--- config.mk ---
export PLATFORM = sky130hd
export DESIGN_NAME = am_meas_ctrl_flat
export DESIGN_NICKNAME = d
export VERILOG_FILES = /design/src/rtl/am_meas_ctrl_if.sv /design/src/rtl/am_meas_ctrl.sv /design/src/flat_wrapper.sv
export SDC_FILE = /design/constraint.sdc
export NUM_CORES = 1
export LEC_CHECK = 0
export CAP_MARGIN = 20
export CORE_AREA = 2 2 94 96
export CTS_CLUSTER_SIZE = 28
export DETAILED_ROUTE_END_ITERATION = 6
export DIE_AREA = 0 0 96 98
export PLACE_DENSITY = 0.75
export SETUP_SLACK_MARGIN = 0.5
export SLEW_MARGIN = 10
export SYNTH_ARGS = -nofsm -noshare
export SYNTH_HDL_FRONTEND = slang
export SYNTH_SLANG_ARGS = --single-unit
--- constraint.sdc ---
create_clock -name clk -period 4.25 [get_ports clk]
set_clock_uncertainty 0.15 [all_clocks]
set_input_delay 1.275 -clock clk [delete_from_list [all_inputs] [get_ports clk]]
set_output_delay 1.275 -clock clk [all_outputs]
set_load 0.01 [all_outputs]
--- src/rtl/am_meas_ctrl_if.sv ---
// am_meas_ctrl_if -- control and result signals of the AM measurement controller.
//   start, abort       : measurement request / cancel (driven by the controller's master)
//   ma_in, freq_in     : modulation depth (%) and modulating frequency (kHz) from the demodulator
//   demod_en           : demodulator enable
//   busy               : measurement in progress
//   res_valid          : one-cycle pulse when res_ma/res_freq update
//   res_ma, res_freq   : averaged depth and measured frequency
//   err                : measurement failed, held until the next accepted start
interface am_meas_ctrl_if;
  logic       start;
  logic       abort;
  logic [7:0] ma_in;
  logic [7:0] freq_in;
  logic       demod_en;
  logic       busy;
  logic       res_valid;
  logic [7:0] res_ma;
  logic [7:0] res_freq;
  logic       err;

  modport master (
    output start, abort, ma_in, freq_in,
    input  demod_en, busy, res_valid, res_ma, res_freq, err
  );

  modport slave (
    input  start, abort, ma_in, freq_in,
    output demod_en, busy, res_valid, res_ma, res_freq, err
  );
endinterface

--- src/rtl/am_meas_ctrl.sv ---
// am_meas_ctrl -- AM measurement sequencer.
// Enables the demodulator, waits SETTLE_CYC cycles, then samples ma/freq once per
// WIN_CYC-cycle window. N_AVG consecutive stable samples are averaged into res_ma;
// an unstable sample restarts the average, and MAX_TRY restarts end in ERR.
// Ports:
//   clk  : 8.192 MHz system clock (only clock)
//   rst  : asynchronous active-high reset
//   bus  : am_meas_ctrl_if.slave (start/abort/ma_in/freq_in in, results/status out)
module am_meas_ctrl #(
  parameter int SETTLE_CYC = 8192,
  parameter int WIN_CYC    = 8192,
  parameter int N_AVG      = 4,
  parameter int MA_TOL     = 2,
  parameter int MAX_TRY    = 8
) (
  input logic           clk,
  input logic           rst,
  am_meas_ctrl_if.slave bus
);

  localparam int LOG2N = $clog2(N_AVG);
  localparam int AW    = 8 + LOG2N;
  localparam int MAXC  = (SETTLE_CYC > WIN_CYC) ? SETTLE_CYC : WIN_CYC;
  localparam int CW    = $clog2(MAXC + 1);
  localparam int SW    = $clog2(N_AVG + 1);
  localparam int TW    = $clog2(MAX_TRY + 1);

  typedef enum logic [2:0] {
    ST_IDLE   = 3'd0,
    ST_SETTLE = 3'd1,
    ST_SAMPLE = 3'd2,
    ST_DONE   = 3'd3,
    ST_ERR    = 3'd4
  } state_t;

  state_t         state_r, state_prev_r, next_state_s;
  logic [CW-1:0]  cyc_cnt_r;
  logic [SW-1:0]  samp_cnt_r;
  logic [TW-1:0]  try_cnt_r;
  logic [AW-1:0]  acc_r;
  logic [7:0]     prev_ma_r;
  logic [7:0]     prev_freq_r;

  logic           demod_en_r, busy_r, res_valid_r, err_r;
  logic [7:0]     res_ma_r, res_freq_r;

  logic           demod_en_s, busy_s, res_valid_s, err_s;
  logic           start_ok_s, settle_tc_s, win_tc_s, stable_s, samp_full_s;
  logic [7:0]     ma_c_s, ma_diff_s;
  logic [TW-1:0]  try_inc_s;

  assign bus.demod_en  = demod_en_r;
  assign bus.busy      = busy_r;
  assign bus.res_valid = res_valid_r;
  assign bus.res_ma    = res_ma_r;
  assign bus.res_freq  = res_freq_r;
  assign bus.err       = err_r;

  // Sample qualification: clamp, distance from previous sample, terminal counts.
  always_comb begin
    ma_c_s      = (bus.ma_in > 8'd100) ? 8'd100 : bus.ma_in;
    ma_diff_s   = (ma_c_s >= prev_ma_r) ? (ma_c_s - prev_ma_r) : (prev_ma_r - ma_c_s);
    // The first sample of a run has nothing to compare against.
    stable_s    = (samp_cnt_r == SW'(0)) ||
                  ((ma_diff_s <= 8'(MA_TOL)) && (bus.freq_in == prev_freq_r));
    samp_full_s = (samp_cnt_r == SW'(N_AVG));
    settle_tc_s = (cyc_cnt_r == CW'(SETTLE_CYC - 1));
    win_tc_s    = (cyc_cnt_r == CW'(WIN_CYC - 1));
    try_inc_s   = try_cnt_r + TW'(1);
    // abort outranks start in every state.
    start_ok_s  = bus.start && !bus.abort &&
                  ((state_r == ST_IDLE) || (state_r == ST_DONE) || (state_r == ST_ERR));
  end

  // State register plus previous-state copy used to detect DONE entry.
  always_ff @(posedge clk or posedge rst) begin
    if (rst) begin
      state_r      <= ST_IDLE;
      state_prev_r <= ST_IDLE;
    end else begin
      state_r      <= next_state_s;
      state_prev_r <= state_r;
    end
  end

  // Next-state logic.
  always_comb begin
    next_state_s = state_r;
    if (bus.abort) begin
      next_state_s = ST_IDLE;
    end else begin
      case (state_r)
        ST_IDLE, ST_DONE, ST_ERR: begin
          if (bus.start) next_state_s = ST_SETTLE;
          else           next_state_s = state_r;
        end
        ST_SETTLE: begin
          if (settle_tc_s) next_state_s = ST_SAMPLE;
          else             next_state_s = ST_SETTLE;
        end
        ST_SAMPLE: begin
          if (samp_full_s)
            next_state_s = ST_DONE;
          else if (win_tc_s && !stable_s && (try_inc_s == TW'(MAX_TRY)))
            next_state_s = ST_ERR;
          else
            next_state_s = ST_SAMPLE;
        end
        default: next_state_s = ST_IDLE;
      endcase
    end
  end

  // Output decode, computed from the next state so the outputs can be registered.
  always_comb begin
    demod_en_s  = (next_state_s == ST_SETTLE) || (next_state_s == ST_SAMPLE);
    busy_s      = demod_en_s;
    // Results publish one cycle after DONE entry, while the accumulator still holds the run.
    res_valid_s = !bus.abort && (state_r == ST_DONE) && (state_prev_r != ST_DONE);
    if (bus.abort)
      err_s = err_r;
    else if (start_ok_s)
      err_s = 1'b0;
    else if ((state_r == ST_SAMPLE) && (next_state_s == ST_ERR))
      err_s = 1'b1;
    else
      err_s = err_r;
  end

  // Registered outputs and result capture.
  always_ff @(posedge clk or posedge rst) begin
    if (rst) begin
      demod_en_r  <= 1'b0;
      busy_r      <= 1'b0;
      res_valid_r <= 1'b0;
      err_r       <= 1'b0;
      res_ma_r    <= 8'd0;
      res_freq_r  <= 8'd0;
    end else begin
      demod_en_r  <= demod_en_s;
      busy_r      <= busy_s;
      res_valid_r <= res_valid_s;
      err_r       <= err_s;
      if (res_valid_s) begin
        res_ma_r   <= 8'(acc_r >> LOG2N);
        res_freq_r <= prev_freq_r;
      end else begin
        res_ma_r   <= res_ma_r;
        res_freq_r <= res_freq_r;
      end
    end
  end

  // Cycle counter, sample/try counters, accumulator and previous-sample registers.
  always_ff @(posedge clk or posedge rst) begin
    if (rst) begin
      cyc_cnt_r   <= CW'(0);
      samp_cnt_r  <= SW'(0);
      try_cnt_r   <= TW'(0);
      acc_r       <= AW'(0);
      prev_ma_r   <= 8'd0;
      prev_freq_r <= 8'd0;
    end else if (bus.abort) begin
      // A sample landing on the abort edge is dropped.
      cyc_cnt_r <= CW'(0);
    end else if (start_ok_s) begin
      cyc_cnt_r   <= CW'(0);
      samp_cnt_r  <= SW'(0);
      try_cnt_r   <= TW'(0);
      acc_r       <= AW'(0);
      prev_ma_r   <= 8'd0;
      prev_freq_r <= 8'd0;
    end else begin
      case (state_r)
        ST_SETTLE: begin
          if (settle_tc_s) cyc_cnt_r <= CW'(0);
          else             cyc_cnt_r <= cyc_cnt_r + CW'(1);
        end
        ST_SAMPLE: begin
          if (win_tc_s) begin
            cyc_cnt_r <= CW'(0);
            if (!samp_full_s) begin
              prev_ma_r   <= ma_c_s;
              prev_freq_r <= bus.freq_in;
              if (stable_s) begin
                acc_r      <= acc_r + AW'(ma_c_s);
                samp_cnt_r <= samp_cnt_r + SW'(1);
              end else begin
                acc_r      <= AW'(ma_c_s);
                samp_cnt_r <= SW'(1);
                try_cnt_r  <= try_inc_s;
              end
            end else begin
              samp_cnt_r <= samp_cnt_r;
            end
          end else begin
            cyc_cnt_r <= cyc_cnt_r + CW'(1);
          end
        end
        default: cyc_cnt_r <= CW'(0);
      endcase
    end
  end

endmodule

--- src/flat_wrapper.sv ---
// flat-port wrapper written by rule: the top's interface ports become plain ports
module am_meas_ctrl_flat 
#(
  parameter int SETTLE_CYC = 8192,
  parameter int WIN_CYC    = 8192,
  parameter int N_AVG      = 4,
  parameter int MA_TOL     = 2,
  parameter int MAX_TRY    = 8
)
  (clk, rst, bus_start, bus_abort, bus_ma_in, bus_freq_in, bus_demod_en, bus_busy, bus_res_valid, bus_res_ma, bus_res_freq, bus_err);
  am_meas_ctrl_if bus_i ();
  input logic clk;
  input logic rst;
  input wire logic [$bits(bus_i.start)-1:0] bus_start;
  input wire logic [$bits(bus_i.abort)-1:0] bus_abort;
  input wire logic [$bits(bus_i.ma_in)-1:0] bus_ma_in;
  input wire logic [$bits(bus_i.freq_in)-1:0] bus_freq_in;
  output wire logic [$bits(bus_i.demod_en)-1:0] bus_demod_en;
  output wire logic [$bits(bus_i.busy)-1:0] bus_busy;
  output wire logic [$bits(bus_i.res_valid)-1:0] bus_res_valid;
  output wire logic [$bits(bus_i.res_ma)-1:0] bus_res_ma;
  output wire logic [$bits(bus_i.res_freq)-1:0] bus_res_freq;
  output wire logic [$bits(bus_i.err)-1:0] bus_err;
  assign bus_i.start = bus_start;
  assign bus_i.abort = bus_abort;
  assign bus_i.ma_in = bus_ma_in;
  assign bus_i.freq_in = bus_freq_in;
  assign bus_demod_en = bus_i.demod_en;
  assign bus_busy = bus_i.busy;
  assign bus_res_valid = bus_i.res_valid;
  assign bus_res_ma = bus_i.res_ma;
  assign bus_res_freq = bus_i.res_freq;
  assign bus_err = bus_i.err;
  am_meas_ctrl #(.SETTLE_CYC(SETTLE_CYC), .WIN_CYC(WIN_CYC), .N_AVG(N_AVG), .MA_TOL(MA_TOL), .MAX_TRY(MAX_TRY)) u_core (.clk(clk), .rst(rst), .bus(bus_i));
endmodule
# Word-level counts from Yosys, hierarchy flattened
# Index checks and enable logic that the tools add are counted.
op_classes:
  add_sub_neg: 6
  eq_ne: 14
  n_bitwise: 1
  reduce_logical: 24
  n_shift: 0
  mux: 37
  n_div: 0
  n_lt_le_gt_ge: 3
  mul: 0
ops:
  columns: ["cell", "count"]
  rows:
  - ["$mux W8", 10]
  - ["$mux W14", 4]
  - ["$mux W10", 5]
  - ["$mux W3", 9]
  - ["$mux W4", 5]
  - ["$sub A8 B8 Y8", 2]
  - ["$add A14 B1 Y14 const B", 1]
  - ["$eq A14 B13 Y1 const B", 1]
  - ["$add A10 B8 Y10", 1]
  - ["$eq A3 B2 Y1 const B", 3]
  - ["$eq A3 B3 Y1 const B", 3]
  - ["$pmux W3 S3", 1]
  - ["$eq A8 B8 Y1", 1]
  - ["$ge A8 B8 Y1", 1]
  - ["$gt A8 B7 Y1 const B", 1]
  - ["$le A8 B2 Y1 const B", 1]
  - ["$logic_and A1 B1 Y1", 8]
  - ["$eq A3 B1 Y1 const B", 2]
  - ["$logic_not A3 Y1", 2]
  - ["$reduce_bool A2 Y1", 3]
  - ["$reduce_and A5 Y1", 1]
  - ["$add A4 B1 Y4 const B", 1]
  - ["$eq A4 B4 Y1 const B", 1]
  - ["$logic_or A1 B1 Y1", 4]
  - ["other kinds (11)", 14]
word_totals:
  elab_cells: 98
  regBits: 72
  output_inout_bits: 20
  romBits: 0
  memories: 0
  input_bits: 20
  ram_bits: 0
  latch_bits: 0

# Logic depth before layout (Yosys ltp)
logic_depth:
  ltp_word: 18
  depth_mapped: 17
  depth_no_buf: 16

# Worst setup path before layout
# No wires, ideal clock.
synth_timing:
  kind: "input to register"
  from: "input port bus_ma_in[0]"
  to: "register u_core.state_r[2]"
  arrival_time_ns: 4.354
  setup_time_ns: 0.087
  path_stages: 15
  path_slack_ns: -0.340
  required_time_ns: 4.013
  path_cell_list: "o21ai_0 a21oi_1 or3_1 ha_1 buf_4 and3b_1 a211oi_2 o221ai_2 xnor2_1 and4_1 a21bo_1 or2_1 buf_2 or4_4 a211oi_2"
synth_between:
  elab_chain_cells: 14
  elab_cells_between_ends: 16
synth_lines:
  columns: ["item", "line", "source"]
  rows:
  - ["start: declaration", "flat_wrapper.sv:16", "input wire logic [$bits(bus_i.ma_in)-1:0] bus_ma_in;"]
  - ["$gt A8 B7 Y1", "am_meas_ctrl.sv:61", "ma_c_s = (bus.ma_in > 8'd100) ? 8'd100 : bus.ma_in;"]
  - ["$mux W8 (*)", "am_meas_ctrl.sv:61", null]
  - ["$sub A8 B8 Y8 / $ge A8 B8 Y1 (equally long branches)", "am_meas_ctrl.sv:62", "ma_diff_s = (ma_c_s >= prev_ma_r) ? (ma_c_s - prev_ma_r) : (prev_ma_r - ma_c_s);"]
  - ["$mux W8 (*)", "am_meas_ctrl.sv:62", null]
  - ["$le A8 B2 Y1 (*)", "am_meas_ctrl.sv:65", "((ma_diff_s <= 8'(MA_TOL)) && (bus.freq_in == prev_freq_r));"]
  - ["$logic_and A1 B1 Y1 (*)", "am_meas_ctrl.sv:65", null]
  - ["$logic_or A1 B1 Y1 (*)", "am_meas_ctrl.sv:64", "stable_s = (samp_cnt_r == SW'(0)) ||"]
  - ["$logic_not A1 Y1 (*)", "am_meas_ctrl.sv:104", "else if (win_tc_s && !stable_s && (try_inc_s == TW'(MAX_TRY)))"]
  - ["$logic_and A1 B1 Y1 (*) (2 in a row)", "am_meas_ctrl.sv:104", null]
  - ["$mux W3 (*)", "am_meas_ctrl.sv:104", null]
  - ["$mux W3 (*)", "am_meas_ctrl.sv:102", "if (samp_full_s)"]
  - ["$pmux W3 S3 (*)", "am_meas_ctrl.sv:92", "case (state_r)"]
  - ["$mux W3 (*)", "am_meas_ctrl.sv:89", "if (bus.abort) begin"]
  - ["via u_core.next_state_s[2]", "am_meas_ctrl.sv:36", "state_t state_r, state_prev_r, next_state_s;"]
  - ["end signal: assignment", "am_meas_ctrl.sv:81", "state_r <= next_state_s;"]
  - ["end: declaration", "am_meas_ctrl.sv:36", null]
# The timed path passes the listed nets; every way through them passes the cells marked *.
# A chain may end at the register's enable or synchronous reset.

# Worst setup path after layout
layout_timing:
  from: "input port bus_ma_in[2]"
  to: "register u_core.state_r[2]"
# The elaborated chain is that of the path after synthesis.

==> impl_metrics.env <==
export IMPL_status="finished, violations left"
export IMPL_violations="setup timing"
export IMPL_ios=40
export IMPL_ir_drop_mv=0.185
export IMPL_max_freq_mhz=229
export IMPL_start_kind="input port"
export IMPL_cp_end_kind="flop"
export IMPL_initial_core_util_pct=52.6
export IMPL_setup_viol=2
export IMPL_cp_max_fo=6
export IMPL_fin_cells=748
export IMPL_tightest_slew_ns=0.798
export IMPL_hpwl_mm=8.44
export IMPL_synthCells=521
export IMPL_netlist_area_mm2=0.00446
export IMPL_overflow=0
export IMPL_hold_depth=2
export IMPL_io_buffers=39
export IMPL_ys_seq_elements=72
export IMPL_drtAntennaViolNets=0
export IMPL_cts_root_buffer="clkbuf_8"
export IMPL_holdPathEnd="u_core.bus.res_freq[0]"
export IMPL_p_total_mw=1.60
export IMPL_diodes=0
export IMPL_core_mm2=0.00847
export IMPL_track_usage_pct=26.4
export IMPL_drtPass1Iterations=6
export IMPL_yosys_warnings=0
export IMPL_cts_sinks=72
export IMPL_min_path_type="reg2reg"
export IMPL_final_core_utilization_pct=72.4
export IMPL_ys_top_cells_by_area="dfrtp_1 40%, ha_1 7.9%, nand2_1 7.7%, nor2_1 3.9%, xor2_1 3.7%"
export IMPL_grt_pass1_wl_mm=19.7
export IMPL_p_leak_nw=2.88
export IMPL_layout_drive_gt1_share_pct=26.1
export IMPL_h_tree_depth=3
export IMPL_path_class="in2reg"
export IMPL_ys_types=60
export IMPL_hold_viol=0
export IMPL_ctsHoldBuffers=0
export IMPL_r2r_end="u_core.state_r[2]"
export IMPL_gp_congestion=0.868
export IMPL_cts_tree="done"
export IMPL_grt_pass1_vias=4277
export IMPL_die_area_mm2=0.00941
export IMPL_rr_worst_depth=11
export IMPL_die_x_um=96
export IMPL_clk_pin_slew_ns=0.08
export IMPL_wl_mm=11.9
export IMPL_grt_max_degree=39
export IMPL_synth_top_area_cell="dfrtp_1"
export IMPL_viasPerCell=5.54
export IMPL_rrSetupSlack_ns=1.05
export IMPL_required_ns=4.37
export IMPL_die_height_um=98
export IMPL_clk_latency_ns=0.36
export IMPL_num_rows=34
export IMPL_synthFlopType="dfrtp_1"
export IMPL_drtIter0Drc=227
export IMPL_crit_path_start="bus_ma_in[2]"
export IMPL_reg2reg_from="u_core.prev_ma_r[1]"
export IMPL_drv_cap=0
export IMPL_synth_seq_area_share_pct=40.4
export IMPL_ys_async_sr_fraction_pct=100
export IMPL_syn2layout_area_growth_pct=37.6
export IMPL_cts_max_path_buffers=2
export IMPL_powerDensity_mw_per_mm2=261
export IMPL_cts_made_buffers=9
export IMPL_hp_start="u_core.bus.res_freq[0]"
export IMPL_relSlewSlack_pct=46.6
export IMPL_slew_viol_final=0
export IMPL_netlist_area_leader_share_pct=40.4
export IMPL_whs_ns=0.326
export IMPL_syn_mean_instance_area_um2=8.55
export IMPL_dp_cells=717
export IMPL_worst_slack_ns=-0.109
export IMPL_arrival_ns=4.48
export IMPL_period_share_pct=103
export IMPL_nets=684
export IMPL_finalCriticalPeriod_ns=4.36
export IMPL_synth_edf_count=0
export IMPL_antenna_found_initial=0
export IMPL_post_route_drc_count=0
export IMPL_wl_per_cell_um=15.9
export IMPL_rsz0062_at_grt="yes"
export IMPL_vias=4145
## layout make-up
type	count	area, um^2
fillers	606	2340
inverters	34	128
flip-flops and latches	72	1800
multi-input cells	397	2770
repair buffers	121	1050
well taps	108	135
clock inverters	7	126
clock buffers	9	124
## where the power goes
part | total, mW | internal (mW) | switching [mW]
combinational | 0.224 | 0.111 | 0.113
clock | 0.683 | 0.398 | 0.285
sequential | 0.692 | 0.687 | 0.00417
total | 1.60 | 1.20 | 0.402
## worst max-delay path: stages
cell	delay [ns]
buf_8	0.10
buf_6	0.10
o21ai_2	0.05
a21oi_2	0.08
or3_4	0.39
ha_4	0.33
buf_6	0.11
nand3b_1	0.13
a21oi_2	0.19
nor3_2	0.08
xnor2_1	0.20
nand4b_1	0.24
a21bo_1	0.26
or2_1	0.27
or4_4	0.49
a211oi_2	0.18
## layer usage
layer / up-vias / wire length, um / track usage [%] / part of all wire (%)
li1: 2024 / - / - / -
met1: 2004 / 5140 / 33.8 / 43
met2: 94 / 6090 / 45.5 / 51
met3: 23 / 420 / 4.09 / 3.5
met4: 0 / 232 / 7.91 / 2.0
met5: - / 0 / 0 / 0
## cells in the final DEF, fill, tap and decap left out, drive strengths merged, types with 15 or more instances in the layout
| cell | n |
|---|---|
| o21ai | 34 |
| inv | 36 |
| clkdlybuf4s50 | 31 |
| nand2 | 91 |
| a21oi | 23 |
| nor2 | 46 |
| xnor2 | 15 |
| xor2 | 19 |
| buf | 89 |
| nand3 | 29 |
| dfrtp | 72 |
| ha | 28 |
## cells by family after synthesis
family,synth area share (%)
adders and majority gates,8.31
buffers and inverters,4.69
AOI/OAI and AO/OA,15.3
xor gates and xnor gates,6.68
other,0.0842
DFF,40.4
and+or+nand+nor,23.8
muxes,0.730
## registers in the layout, summed over array words and instances, names as in the netlist
signal and cells:
u_core.state_prev_r 3, u_core.bus.err 1, u_core.prev_ma_r 8, u_core.cyc_cnt_r 14, u_core.try_cnt_r 4, u_core.bus.demod_en 1
u_core.state_r 3, u_core.prev_freq_r 8, u_core.bus.res_ma 8, u_core.samp_cnt_r 3, u_core.bus.res_valid 1, u_core.bus.res_freq 8
u_core.acc_r 10
## per-stage QoR
stage / worst slack [ns] / instance area (um^2) / setup TNS, ns
6_report: -0.109 / 6130 / -0.156
5_1_grt: -0.157 / 6130 / -0.927
4_1_cts: -0.0373 / 5960 / -0.0373
3_5_place_dp: -0.740 / 5520 / -12.67
3_3_place_gp: -0.723 / 5520 / -11.69
2_1_floorplan: -0.244 / 4570 / -0.282
## worst max-delay path by stage
stage / slack [ns] / depth (start not counted) / to
3_3_place_gp: -0.72 / 17 / u_core.acc_r[5]
2_1_floorplan: -0.24 / 15 / u_core.state_r[2]
3_5_place_dp: -0.74 / 18 / u_core.try_cnt_r[2]
5_1_grt: -0.16 / 16 / u_core.state_r[2]
4_1_cts: -0.04 / 15 / u_core.state_r[2]
6_report: -0.11 / 16 / u_core.state_r[2]
## Yosys cell counts (all sizes together) (6+ instances only)
| cell type | count |
|---|---|
| nand2 | 91 |
| dfrtp | 72 |
| nor2 | 46 |
| o21ai | 34 |
| inv | 33 |
| nand3 | 29 |
| ha | 28 |
| a21oi | 23 |
| xor2 | 19 |
| xnor2 | 15 |
| clkbuf | 13 |
| nor3 | 9 |
| nor2b | 7 |
| nor4 | 7 |
| a22oi | 6 |
| buf | 6 |
## what timing repair did
item                       in CTS  in global routing
gates resized for setup        66                 27
cloned                          0                  0
pin swaps                      35                 23
setup endpoints to repair      21                 21
buffers inserted               11                  4
hold endpoints to repair        0                  0
(Power assumes the default switching activity.)
